==> src/rtl/rvfi_dmem_check_multi.sv <==
// Shadow-memory checker for RVFI data-memory traffic over a set of tracked words.
// It flags loads whose bytes disagree with previously stored or observed values.
module rvfi_dmem_check_multi #(
  parameter int XLEN         = 32,
  parameter int NRET         = 1,
  parameter int NWORDS       = 4,
  parameter int INIT_ON_READ = 1,
  parameter int CNT_W        = 16,
  localparam int BYTES = XLEN / 8,
  localparam int CH_W  = (NRET > 1) ? $clog2(NRET) : 1,
  localparam int WD_W  = (NWORDS > 1) ? $clog2(NWORDS) : 1
) (
  input  logic                    clk,
  input  logic                    reset,
  input  logic [NRET-1:0]         rvfi_valid,
  input  logic [NRET*XLEN-1:0]    rvfi_mem_addr,
  input  logic [NRET*BYTES-1:0]   rvfi_mem_rmask,
  input  logic [NRET*BYTES-1:0]   rvfi_mem_wmask,
  input  logic [NRET*XLEN-1:0]    rvfi_mem_rdata,
  input  logic [NRET*XLEN-1:0]    rvfi_mem_wdata,
  input  logic [NWORDS*XLEN-1:0]  track_addr,
  output logic                    err,
  output logic [CH_W-1:0]         err_chan,
  output logic [WD_W-1:0]         err_word,
  output logic [BYTES-1:0]        err_bmask,
  output logic [XLEN-1:0]         err_expected,
  output logic [XLEN-1:0]         err_actual,
  output logic [CNT_W-1:0]        check_cnt,
  output logic [CNT_W-1:0]        err_cnt
);

  localparam int ADD_W = $clog2(NRET * NWORDS + 1);
  localparam int SUM_W = ((CNT_W > ADD_W) ? CNT_W : ADD_W) + 1;
  localparam logic [XLEN-1:0]  ADDR_MASK = ~(XLEN'(BYTES - 1));
  localparam logic [CNT_W-1:0] CNT_MAX   = '1;

  logic [XLEN-1:0]  shadow_q [NWORDS];
  logic [BYTES-1:0] known_q  [NWORDS];
  logic [XLEN-1:0]  shadow_nx [NWORDS];
  logic [BYTES-1:0] known_nx  [NWORDS];

  logic [ADD_W-1:0] pairs;
  logic [SUM_W-1:0] chk_sum;
  logic             any_mis;
  logic [CH_W-1:0]  cap_chan;
  logic [WD_W-1:0]  cap_word;
  logic [BYTES-1:0] cap_bmask;
  logic [XLEN-1:0]  cap_exp;
  logic [XLEN-1:0]  cap_act;
  logic [BYTES-1:0] rm, wm, cmp, mis;
  logic [XLEN-1:0]  rd, wd;

  // NOTE: blocking updates to shadow_nx/known_nx inside the loop are deliberate:
  // a higher channel must see what lower channels stored in the same cycle.
  always_comb begin
    // NOTE: every variable gets a default up front so no path infers a latch.
    shadow_nx = shadow_q;
    known_nx  = known_q;
    pairs     = '0;
    any_mis   = 1'b0;
    cap_chan  = '0;
    cap_word  = '0;
    cap_bmask = '0;
    cap_exp   = '0;
    cap_act   = '0;
    rm = '0; wm = '0; cmp = '0; mis = '0; rd = '0; wd = '0;
    for (int c = 0; c < NRET; c++) begin
      for (int w = 0; w < NWORDS; w++) begin
        if (rvfi_valid[c] &&
            (((rvfi_mem_addr[c*XLEN +: XLEN] ^ track_addr[w*XLEN +: XLEN]) & ADDR_MASK) == '0)) begin
          rm  = rvfi_mem_rmask[c*BYTES +: BYTES];
          wm  = rvfi_mem_wmask[c*BYTES +: BYTES];
          rd  = rvfi_mem_rdata[c*XLEN +: XLEN];
          wd  = rvfi_mem_wdata[c*XLEN +: XLEN];
          cmp = rm & known_nx[w];
          mis = '0;
          for (int i = 0; i < BYTES; i++) begin
            if (cmp[i] && (rd[i*8 +: 8] != shadow_nx[w][i*8 +: 8])) mis[i] = 1'b1;
          end
          if (|cmp) pairs = pairs + ADD_W'(1);
          // Loop order gives lowest channel, then lowest entry, as the capture.
          if ((|mis) && !any_mis) begin
            cap_chan  = CH_W'(c);
            cap_word  = WD_W'(w);
            cap_bmask = mis;
            cap_exp   = shadow_nx[w];
            cap_act   = rd;
          end
          if (|mis) any_mis = 1'b1;
          // Read side is settled above; now seed unknown bytes, then apply stores.
          for (int i = 0; i < BYTES; i++) begin
            if ((INIT_ON_READ != 0) && rm[i] && !known_nx[w][i]) begin
              shadow_nx[w][i*8 +: 8] = rd[i*8 +: 8];
              known_nx[w][i]         = 1'b1;
            end
            if (wm[i]) begin
              shadow_nx[w][i*8 +: 8] = wd[i*8 +: 8];
              known_nx[w][i]         = 1'b1;
            end
          end
        end
      end
    end
    chk_sum = SUM_W'(check_cnt) + SUM_W'(pairs);
  end

  always_ff @(posedge clk) begin
    if (reset) begin
      // NOTE: the shadow array is cleared on reset because a stale known bit
      // would otherwise produce false mismatches after reset.
      for (int w = 0; w < NWORDS; w++) begin
        shadow_q[w] <= '0;
        known_q[w]  <= '0;
      end
      err          <= 1'b0;
      err_chan     <= '0;
      err_word     <= '0;
      err_bmask    <= '0;
      err_expected <= '0;
      err_actual   <= '0;
      check_cnt    <= '0;
      err_cnt      <= '0;
    end else begin
      shadow_q <= shadow_nx;
      known_q  <= known_nx;
      if (any_mis && !err) begin
        err          <= 1'b1;
        err_chan     <= cap_chan;
        err_word     <= cap_word;
        err_bmask    <= cap_bmask;
        err_expected <= cap_exp;
        err_actual   <= cap_act;
      end
      check_cnt <= (chk_sum > SUM_W'(CNT_MAX)) ? CNT_MAX : chk_sum[CNT_W-1:0];
      if (any_mis && (err_cnt != CNT_MAX)) err_cnt <= err_cnt + CNT_W'(1);
    end
  end

endmodule

==> config.mk <==
export PLATFORM = sky130hd
export DESIGN_NAME = rvfi_dmem_check_multi
export DESIGN_NICKNAME = d
export VERILOG_FILES = /design/src/rtl/rvfi_dmem_check_multi.sv
export SDC_FILE = /design/constraint.sdc
export NUM_CORES = 1
export LEC_CHECK = 0
export ABC_AREA = 0
export BUFFER_PORTS_ARGS = -buffer_cell sky130_fd_sc_hd__buf_2
export CORE_ASPECT_RATIO = 0.5
export CORE_MARGIN = 3
export CORE_UTILIZATION = 55
export CTS_BUF_LIST = sky130_fd_sc_hd__clkbuf_16
export CTS_CLUSTER_DIAMETER = 30
export DETAILED_ROUTE_END_ITERATION = 10
export GPL_ROUTABILITY_DRIVEN = 0
export PLACE_DENSITY = 0.79
export SLEW_MARGIN = 40
export SYNTH_ARGS = -nofsm -noshare
export SYNTH_HDL_FRONTEND = slang
export SYNTH_SLANG_ARGS = --single-unit
==> constraint.sdc <==
create_clock -name clk -period 7.15 [get_ports clk]
set_input_delay 1.0725 -clock clk [delete_from_list [all_inputs] [get_ports clk]]
set_output_delay 1.0725 -clock clk [all_outputs]
set_load 0.01 [all_outputs]
After elaboration in Yosys (flattened, before gate mapping)
Cells that the tools add are included.
{ "word_totals": {"regBits": 247, "inputBits": 235, "out_inout_bits": 104, "word_cells": 318} }
{ "classes": {"n_addsub": 5, "magnitude_cmp": 1, "eq_ne": 17, "mux": 143, "bitwise": 8, "reduce_logical": 105} }
{ "ops": {"columns": ["operator", "count"], "rows": [
  ["$mux 32", 16],
  ["$mux 8", 32],
  ["$logic_not 32->1", 4],
  ["$ne 8x8->1", 16],
  ["$xor 32x32->32", 4],
  ["$mux 1", 75],
  ["$logic_and 1x1->1", 41],
  ["$mux 4", 8],
  ["$reduce_and 2->1", 16],
  ["$reduce_bool 2->1", 16],
  ["$reduce_or 4->1", 8],
  ["$mux 3", 7],
  ["$logic_not 1->1", 20],
  ["$add 16x3->17", 1],
  ["$gt 17x16->1 const B", 1],
  ["$add 16x1->16 const B", 1],
  ["$and 4x4->4", 4],
  ["$mux 16", 1],
  ["$ne 16x16->1 const B", 1],
  ["$add 3x1->3 const B", 3],
  ["$mux 2", 4]
]} }

Logic depth before layout (Yosys ltp)
Gate-level depths: netlist of the first run.
{ "depth": {"word_depth": 16, "depth_mapped": 22, "mapped_depth_nobuf": 20} }

Least setup slack after synthesis of the first run
No wires, ideal clock.
{ "synth_timing": {"path_type": "input -> register", "startpoint": "in rvfi_mem_addr[3]", "endpoint": "reg check_cnt[10]", "setup_ps": 70, "t_arrival_ps": 5385, "t_required_ps": 7080, "path_slack_ps": 1695, "path_stages": 20, "cell_sequence": "clkbuf_1 > xnor2_1 > nand4_1 > or4_1 > nor4_4 > mux2i_1 > inv_1 > ha_1 > mux2_2 > ha_1 > mux2_2 > inv_1 > fa_1 > inv_1 > a21o_1 > and3_1 > clkbuf_1 > nand4_1 > clkbuf_1 > a21oi_1"} }
{ "synth_between": {"elab_chain_cells": 16, "elab_cells_between_ends": 25, "cone_classes": "add/sub (4); order compare (1); mux (8); bitwise (4); reduce/logical (8)"} }
{ "synth_rtl": {"columns": ["element", "line", "text"], "rows": [
  ["start: declaration", "16", "input logic [NRET*XLEN-1:0] rvfi_mem_addr,"],
  ["$xor 32x32->32", "70", "(((rvfi_mem_addr[c*XLEN +: XLEN] ^ track_addr[w*XLEN +: XLEN]) & ADDR_MASK) == '0)) begin"],
  ["$logic_not 32->1", "70", null],
  ["$logic_and 1x1->1", "69", "if (rvfi_valid[c] &&"],
  ["$mux 3", "69", null],
  ["$add 3x1->3", "80", "if (|cmp) pairs = pairs + ADD_W'(1);"],
  ["$mux 3", "80", null],
  ["$mux 3", "69", null],
  ["$add 3x1->3", "80", null],
  ["$mux 3", "80", null],
  ["$mux 3", "69", null],
  ["$add 3x1->3", "80", null],
  ["$mux 3", "80", null],
  ["$mux 3 (*)", "69", null],
  ["$add 16x3->17 (*)", "104", "chk_sum = SUM_W'(check_cnt) + SUM_W'(pairs);"],
  ["$gt 17x16->1", "134", "check_cnt <= (chk_sum > SUM_W'(CNT_MAX)) ? CNT_MAX : chk_sum[CNT_W-1:0];"],
  ["$mux 16 (*)", "134", null],
  ["end signal: assignment", "134", null],
  ["end: declaration", "28", "output logic [CNT_W-1:0] check_cnt,"]
]} }
Mark *: on every way between the ends. The rest lies on a longest branch, timed or not.
A chain may end at the register's enable or synchronous reset.

Worst setup path after layout of the first run
{ "layout_timing": {"startpoint": "in rvfi_mem_addr[8]", "endpoint": "reg check_cnt[9]"} }
The elaborated chain is that of the path after synthesis.

==> results.md, run 1 <==
- Setup bufs post-CTS: 0
- Final Cycle Share: 81.2%
- Final worst setup slack: approximately 1.3 ns
- Count of unique library cells instantiated by Yosys: 54
- Ys flop type: dfxtp_1
- Layout Cells excl Fill: around 2200
- GRT busiest layer: met2
- Post-Place Worst Slack: 0.942 ns
- Static leakage: 7.38 nW
- DP HPWL: 33100 µm
- Hold_ws: around 0.45 ns
- Outcome: completed
- Critical path peak fanout: 14
- Synthesis-to-finish area growth: 20.8%
- Die H: 119 µm
- DRT iter0 DRCs: approximately 1500
- CTS Buffer Depth: 3
- Largest net degree at the start of global routing: 190
- Min-Delay Path Class: reg2reg
- H-tree levels: 2
- Pre-antenna DRT Iters: 6
- GRT overflow: 0
- Die Area: 0.0274 mm²
- FF+latch count, synth: 247
- Post-synth ARST share: 0%
- # Max-Cap Violations: 0
- Clk sinks: ~250
- Layout cells sized above 1: a little under a quarter
- Relative slew slack: 48.6%
- Met1 usage: 45.2%
- # rows: 40
- Drt total wl: 47200 µm
- Vias in the first global route: 12700
- Vias: 13600
- Startpoint Class: input port
- Minimum clock period: a little under 6 ns
- Total CTS buffers: 35
- DRC: 0
- WP data required: 7.58 ns
- Synth Warn #: 0
- Hold-fix buffers, CTS: 0
- Top Ports: 339
- Final net count: 2124
- CTS tree: yes
- Crit path DAT: 6.23 ns
- Syn Area/Cell: 8.46 µm²
- Final Hold Vio Count: 0
- Root Buffer: clkbuf_16
- Initial antenna violation count: 4
- Routed Antenna Nets: 0
- Fmax: approximately 170 MHz
- Sequential fraction of the synthesis area: 35.4%
- M3 GR Usage: 5.59%
- Clk slew on worst S/H paths: 0.07 ns
- Core box area: 0.0245 mm²
- Port bufs: 327
- Least-Margin Pin Slew: 0.770 ns
- Crit path kind: in2reg
- Die X: 231 µm
- Post-CTS sizing: 0
- Mean number of vias per cell: between 6 and 7
- Netlist Area Pre-Place: between 0.01 and 0.015 mm²
- Critical path capture point type: flip-flop
- Initial Utilization: 57.0%
- Post-synth EDFFs: 0
- Fin Setup TNS: 0 ns
- Cell count after placement: 2179
- Slew Viols, Final: 0
- Net Count, Synth: 1892
- RSZ-0062 raised after global routing: false
- Met2 GRT Util: about half
- Worst-Skew Late Latency: 0.51 ns
- Pwr/cell area: 205 mW/mm²
- Synthesized instance count: 1649
- Tot GR Track Use: 32.9%
- Final setup violation count: 0
- First-pass GRT wire length: just over 70000 µm
- Clock Skews: a little over 0.02 ns
- Per-cell routed wire length: 21.0 µm
- Peak supply drop: roughly 0.00012 V
## state kept, by name, indices dropped and copies added (netlist names)
| signal | count |
|---|---|
| err | 1 |
| err_actual | 32 |
| err_cnt | 16 |
| known_q | 16 |
| shadow_q | 128 |
| err_word | 2 |
| err_expected | 32 |
| err_bmask | 4 |
| check_cnt | 16 |
## layer usage
metal,wire length (µm),vias up
li1,-,6233
met3,4400,130
met5,0,-
met1,19800,6435
met4,1870,0
met2,21100,775
## power by group
part           switching (mW)  leakage [nW]  total [mW]  internal [mW]
logic                   0.178          4.79       0.308          0.131
clock network           0.676         0.602        1.77           1.10
registers      0.000000000828          1.99        1.38           1.38
## cell type report
type | count | area [µm²]
clock buffer | 37 | 926
sequential | 247 | 4940
inverter | 28 | 105
multi-input combinational | 1224 | 8340
fill | 2024 | 7620
tap | 336 | 420
antenna | 4 | 10.0
timing repair buffer | 345 | 1830
clock inverter | 26 | 272
## cells by family (layout without fill, tap and decap cells)
| kind of cell | Yosys count | count (layout) | synth area share (%) |
|---|---|---|---|
| other | 1 | 5 | 0.0269 |
| flip-flops | 247 | 247 | 35.4 |
| XOR/XNOR | 264 | 264 | 16.6 |
| multiplexers | 165 | 165 | 12.2 |
| adder cells (fa/ha/maj) | 8 | 8 | 0.771 |
| buffers and inverters | 178 | 436 | 5.08 |
| AND/OR/NAND/NOR | 576 | 576 | 20.0 |
| AO/OA/AOI/OAI | 210 | 210 | 9.90 |
## critical path, cell delays in order
cell	delay, ns
buf_2	0.17
xnor2_1	0.28
nand4_1	0.20
or4_1	0.60
nor4_4	0.50
mux2i_1	0.33
inv_1	0.08
ha_1	0.27
mux2_2	0.28
ha_1	0.28
mux2_2	0.24
inv_1	0.08
fa_1	0.44
inv_1	0.07
a21o_1	0.17
and3_1	0.30
nand4_1	0.55
a21oi_1	0.34
## cell usage in the layout (no fill, tap or decap), types with 12 or more instances in the layout
master and n:
a21oi_1 100, a221oi_1 31, buf_2 326, buf_4 14
clkbuf_16 37, dfxtp_1 247, inv_1 33, mux2_2 34
mux2i_1 129, nand2_1 103, nand3_1 75, nand4_1 52
nor2_1 184, nor3_1 39, nor4_1 30, o211ai_1 35
or3_1 42, or4_1 12, xnor2_1 146, xor2_1 118
## metrics by stage
step	area [µm²]	utilization [%]	power, mW
after floorplan	13900	-	1.59
after global placement	15600	63.7	1.70
after detailed placement	15600	63.8	1.71
after CTS	16800	68.7	3.47
after global routing	16800	68.8	3.56
final	16900	68.9	3.46
## worst paths after layout
| kind | start | to | slack, ns | cells past startpoint |
|---|---|---|---|---|
| worst max register to register | known_q[13] | check_cnt[9] | 2.77 | 16 |
| worst min-delay path | err_actual[8] | err_actual[8] | 0.45 | 2 |
| worst max-delay path | rvfi_mem_addr[8] | check_cnt[9] | 1.35 | 18 |
| worst min register to register | err_actual[8] | err_actual[8] | 0.45 | 2 |
## synth_stat cells (28+ instances only)
| library cell | count | share of area [%] |
|---|---|---|
| xnor2_1 | 146 | 9.2 |
| o211ai_1 | 35 | 1.9 |
| nand3_1 | 75 | 2.7 |
| clkbuf_1 | 126 | 3.4 |
| xor2_1 | 118 | 7.4 |
| mux2_2 | 34 | 2.7 |
| a221oi_1 | 31 | 1.9 |
| mux2i_1 | 129 | 9.3 |
| nand2_1 | 104 | 2.8 |
| a21oi_1 | 100 | 3.6 |
| nand4_1 | 52 | 2.3 |
| nor4_1 | 32 | 1.4 |
| dfxtp_1 | 247 | 35 |
| or3_1 | 42 | 1.9 |
| nor2_1 | 188 | 5.1 |
| inv_1 | 28 | 0.75 |
| nor3_1 | 39 | 1.4 |
Power figures use the tool's default switching activity.
==> run 2: changes to the inputs <==
- CORE_UTILIZATION: 55 -> 49
- PLACE_DENSITY: 0.79 -> 0.74
- clock period: 7.15 -> 4.8 ns (I/O delays scaled with it)
==> run 2 against run 1 <==
Total power rose by 53%. Combinational power rose by 61%. Worst setup slack got worse by 1.1 ns. Final cell count rose by 5.1%.
==> results.md, run 2 (same netlist as run 1, synthesis figures left out) <==
- Outcome: completed
- Min-Delay Path Class: reg2reg
- Cell area after layout: between 0.015 and 0.02 mm²
- Combinational share of power: 9.4%
- Clk slew on worst S/H paths: ~0.05 ns
- DRC: 0
- Total power: 5.30 mW
- CTS tree: yes
- R2r setup slk: 0.91 ns
- Final Hold Vio Count: 0
- # rows: 42
- Clock Skews: 0.0233 ns
- GRT overflow: 0
- Crit path kind: in2reg
- Pre-antenna DRT Iters: 5
- Top flop regs: shadow_q: 128 flops, err_actual: 32 flops, err_expected: 32 flops
- Port bufs: 327
- Hold-fix buffers, CTS: 0
- Pwr/cell area: 302 mW/mm²
- Critical path peak fanout: 5
- H-tree levels: 2
- Vias: approximately 14000
- Vias in the first global route: about 13000
- Final net count: roughly 2200
- Root Buffer: clkbuf_16
- Fillers: 2378
- CP Buf/Inv Count: 4
- DP HPWL: 34100 µm
- Initial Utilization: around half
- Crit-path most repeated cell: ha_1
- Total CTS buffers: 38
- Multi-input gate area: 0.00836 mm²
- DRT iter0 DRCs: 1366
- Fmax: 221 MHz
- Least-Margin Pin Slew: ~0.7 ns
- Most frequent cells in the layout: buf_2, dfxtp_1, nor2_1
- RSZ-0062 raised after global routing: false
- Drt total wl: 47300 µm
- Largest net degree at the start of global routing: ~130
- First-pass GRT wire length: just over 70000 µm
- Die X: 245 µm
- Net Sw Frac: 23.8%
- CP Cell Sequence: buf_2 > xnor2_1 > nand4_1 > nor4_2 > buf_4 > nand3_2 > a41oi_2 > ha_1 > mux2i_2 > inv_1 > ha_1 > mux2_2 > ha_1 > mux2_2 > ha_1 > a21o_1 > a21oi_1 > nor2_1 > buf_4 > nand3_1 > xor2_1 > a21oi_1
- Hold_ws: 0.446 ns
- Max reg flops: about 130
- Minimum clock period: 4.52 ns
- Startpoint Class: input port
- Placement Cell Area: ~0.016 mm²
- Final Cycle Share: 94.3%
- Initial antenna violation count: 4
- Core box area: 0.0272 mm²
- Worst-Skew Late Latency: around 0.53 ns
- Relative slew slack: 52.2%
- Die Area: 0.0307 mm²
- Sequential power share: between 30% and 40%
- Synthesis-to-finish area growth: 25.6%
- Critical path capture point type: flip-flop
- Delay-heaviest family, CP: adder cells
- Mean number of vias per cell: 5.76
- Int Pwr: 4.03 mW
- Critical-path top delay cell: nor4_2
- Per-cell routed wire length: 20.0 µm
- Static leakage: 7.77 nW
- Final setup violation count: 0
- Clock power frac: around half
- Peak supply drop: 0.000190 V
- Tot GR Track Use: just under 30%
- CTS Buffer Depth: 3
- Commonest non-fill, non-tap cell in the layout: buf_2
- Top Ports: 339
- Die H: 125 µm
- Storage cell area: slightly below 0.005 mm²
- Slew Viols, Final: 0
- Largest Register: shadow_q
- Crit path DAT: between 4 and 5 ns
- Largest stage delay, worst path: around 0.32 ns
- WP data required: just over 5 ns
- Sw Pwr: 1.26 mW
- # Max-Cap Violations: 0
- Layout cells sized above 1: a little over a quarter
- Routed Antenna Nets: 0
- Clk sinks: 247
[run 2: changes by cell type in the layout (fill, tap and decap cells not counted), moves of 2 or more]
| cell | before | now |
|---|---|---|
| nor2_2 | 4 | 2 |
| nor2_1 | 184 | 186 |
| clkinv_2 | 3 | 7 |
| buf_4 | 14 | 87 |
| clkbuf_16 | 37 | 39 |
| clkinvlp_4 | 2 | 4 |
| clkinv_1 | 1 | 5 |
| inv_1 | 33 | 31 |
| inv_6 | 6 | 3 |
[run 2: repair_timing]
item                       CTS  global route
resized for setup            0             5
buffers inserted             0             1
setup endpoints to repair    0            16
[run 2: through the flow]
step	util [%]	setup TNS [ns]	std cells	setup slack [ns]
after detailed placement	59.5	-4.99	2288	-0.345
after CTS	64.2	0	2357	0.169
after global placement	59.4	-3.93	2288	-0.276
after global routing	64.4	0	2361	0.0754
final	64.4	0	2362	0.275
after floorplan	-	0	1649	0.0138
[run 2: power by group through the flow]
stage          logic (mW)  clock network, mW  registers (mW)
2_1_floorplan       0.273                  0            2.10
3_3_place_gp        0.486                  0            2.10
3_5_place_dp        0.489                  0            2.10
4_1_cts             0.491               2.79            2.05
5_1_grt             0.532               2.87            2.05
6_report            0.497               2.75            2.05
[run 2: worst min-delay path: cells and delay by family, from the launching register on]
family | cells | cell delay (ns)
flops | 1 | 0.30
compound gates | 1 | 0.05
simple gates | 1 | 0.05
[run 2: cell type report]
class                      count  area share, %
antenna                        3         0.0428
clock buffer                  39           5.57
clock inverter                30           1.70
inverter                      28          0.600
multi-input combinational   1224           47.7
sequential                   247           28.2
tap                          374           2.67
timing repair buffer         417           13.5
[run 2: final timing paths]
path | start | end | cells after the start
worst min register to register | err_actual[2] | err_actual[2] | 2
worst max-delay path | rvfi_mem_addr[10] | check_cnt[11] | 22
worst min-delay path | err_actual[2] | err_actual[2] | 2
worst max register to register | shadow_q[90] | err_expected[14] | 10
[run 2: routing by layer]
layer	part of all wire [%]	track usage (%)	wire length [µm]
met1	41	37.9	19500
met2	46	48.6	21900
met3	8.4	6.20	3980
met4	4.0	12.8	1870
met5	0.049	0	23
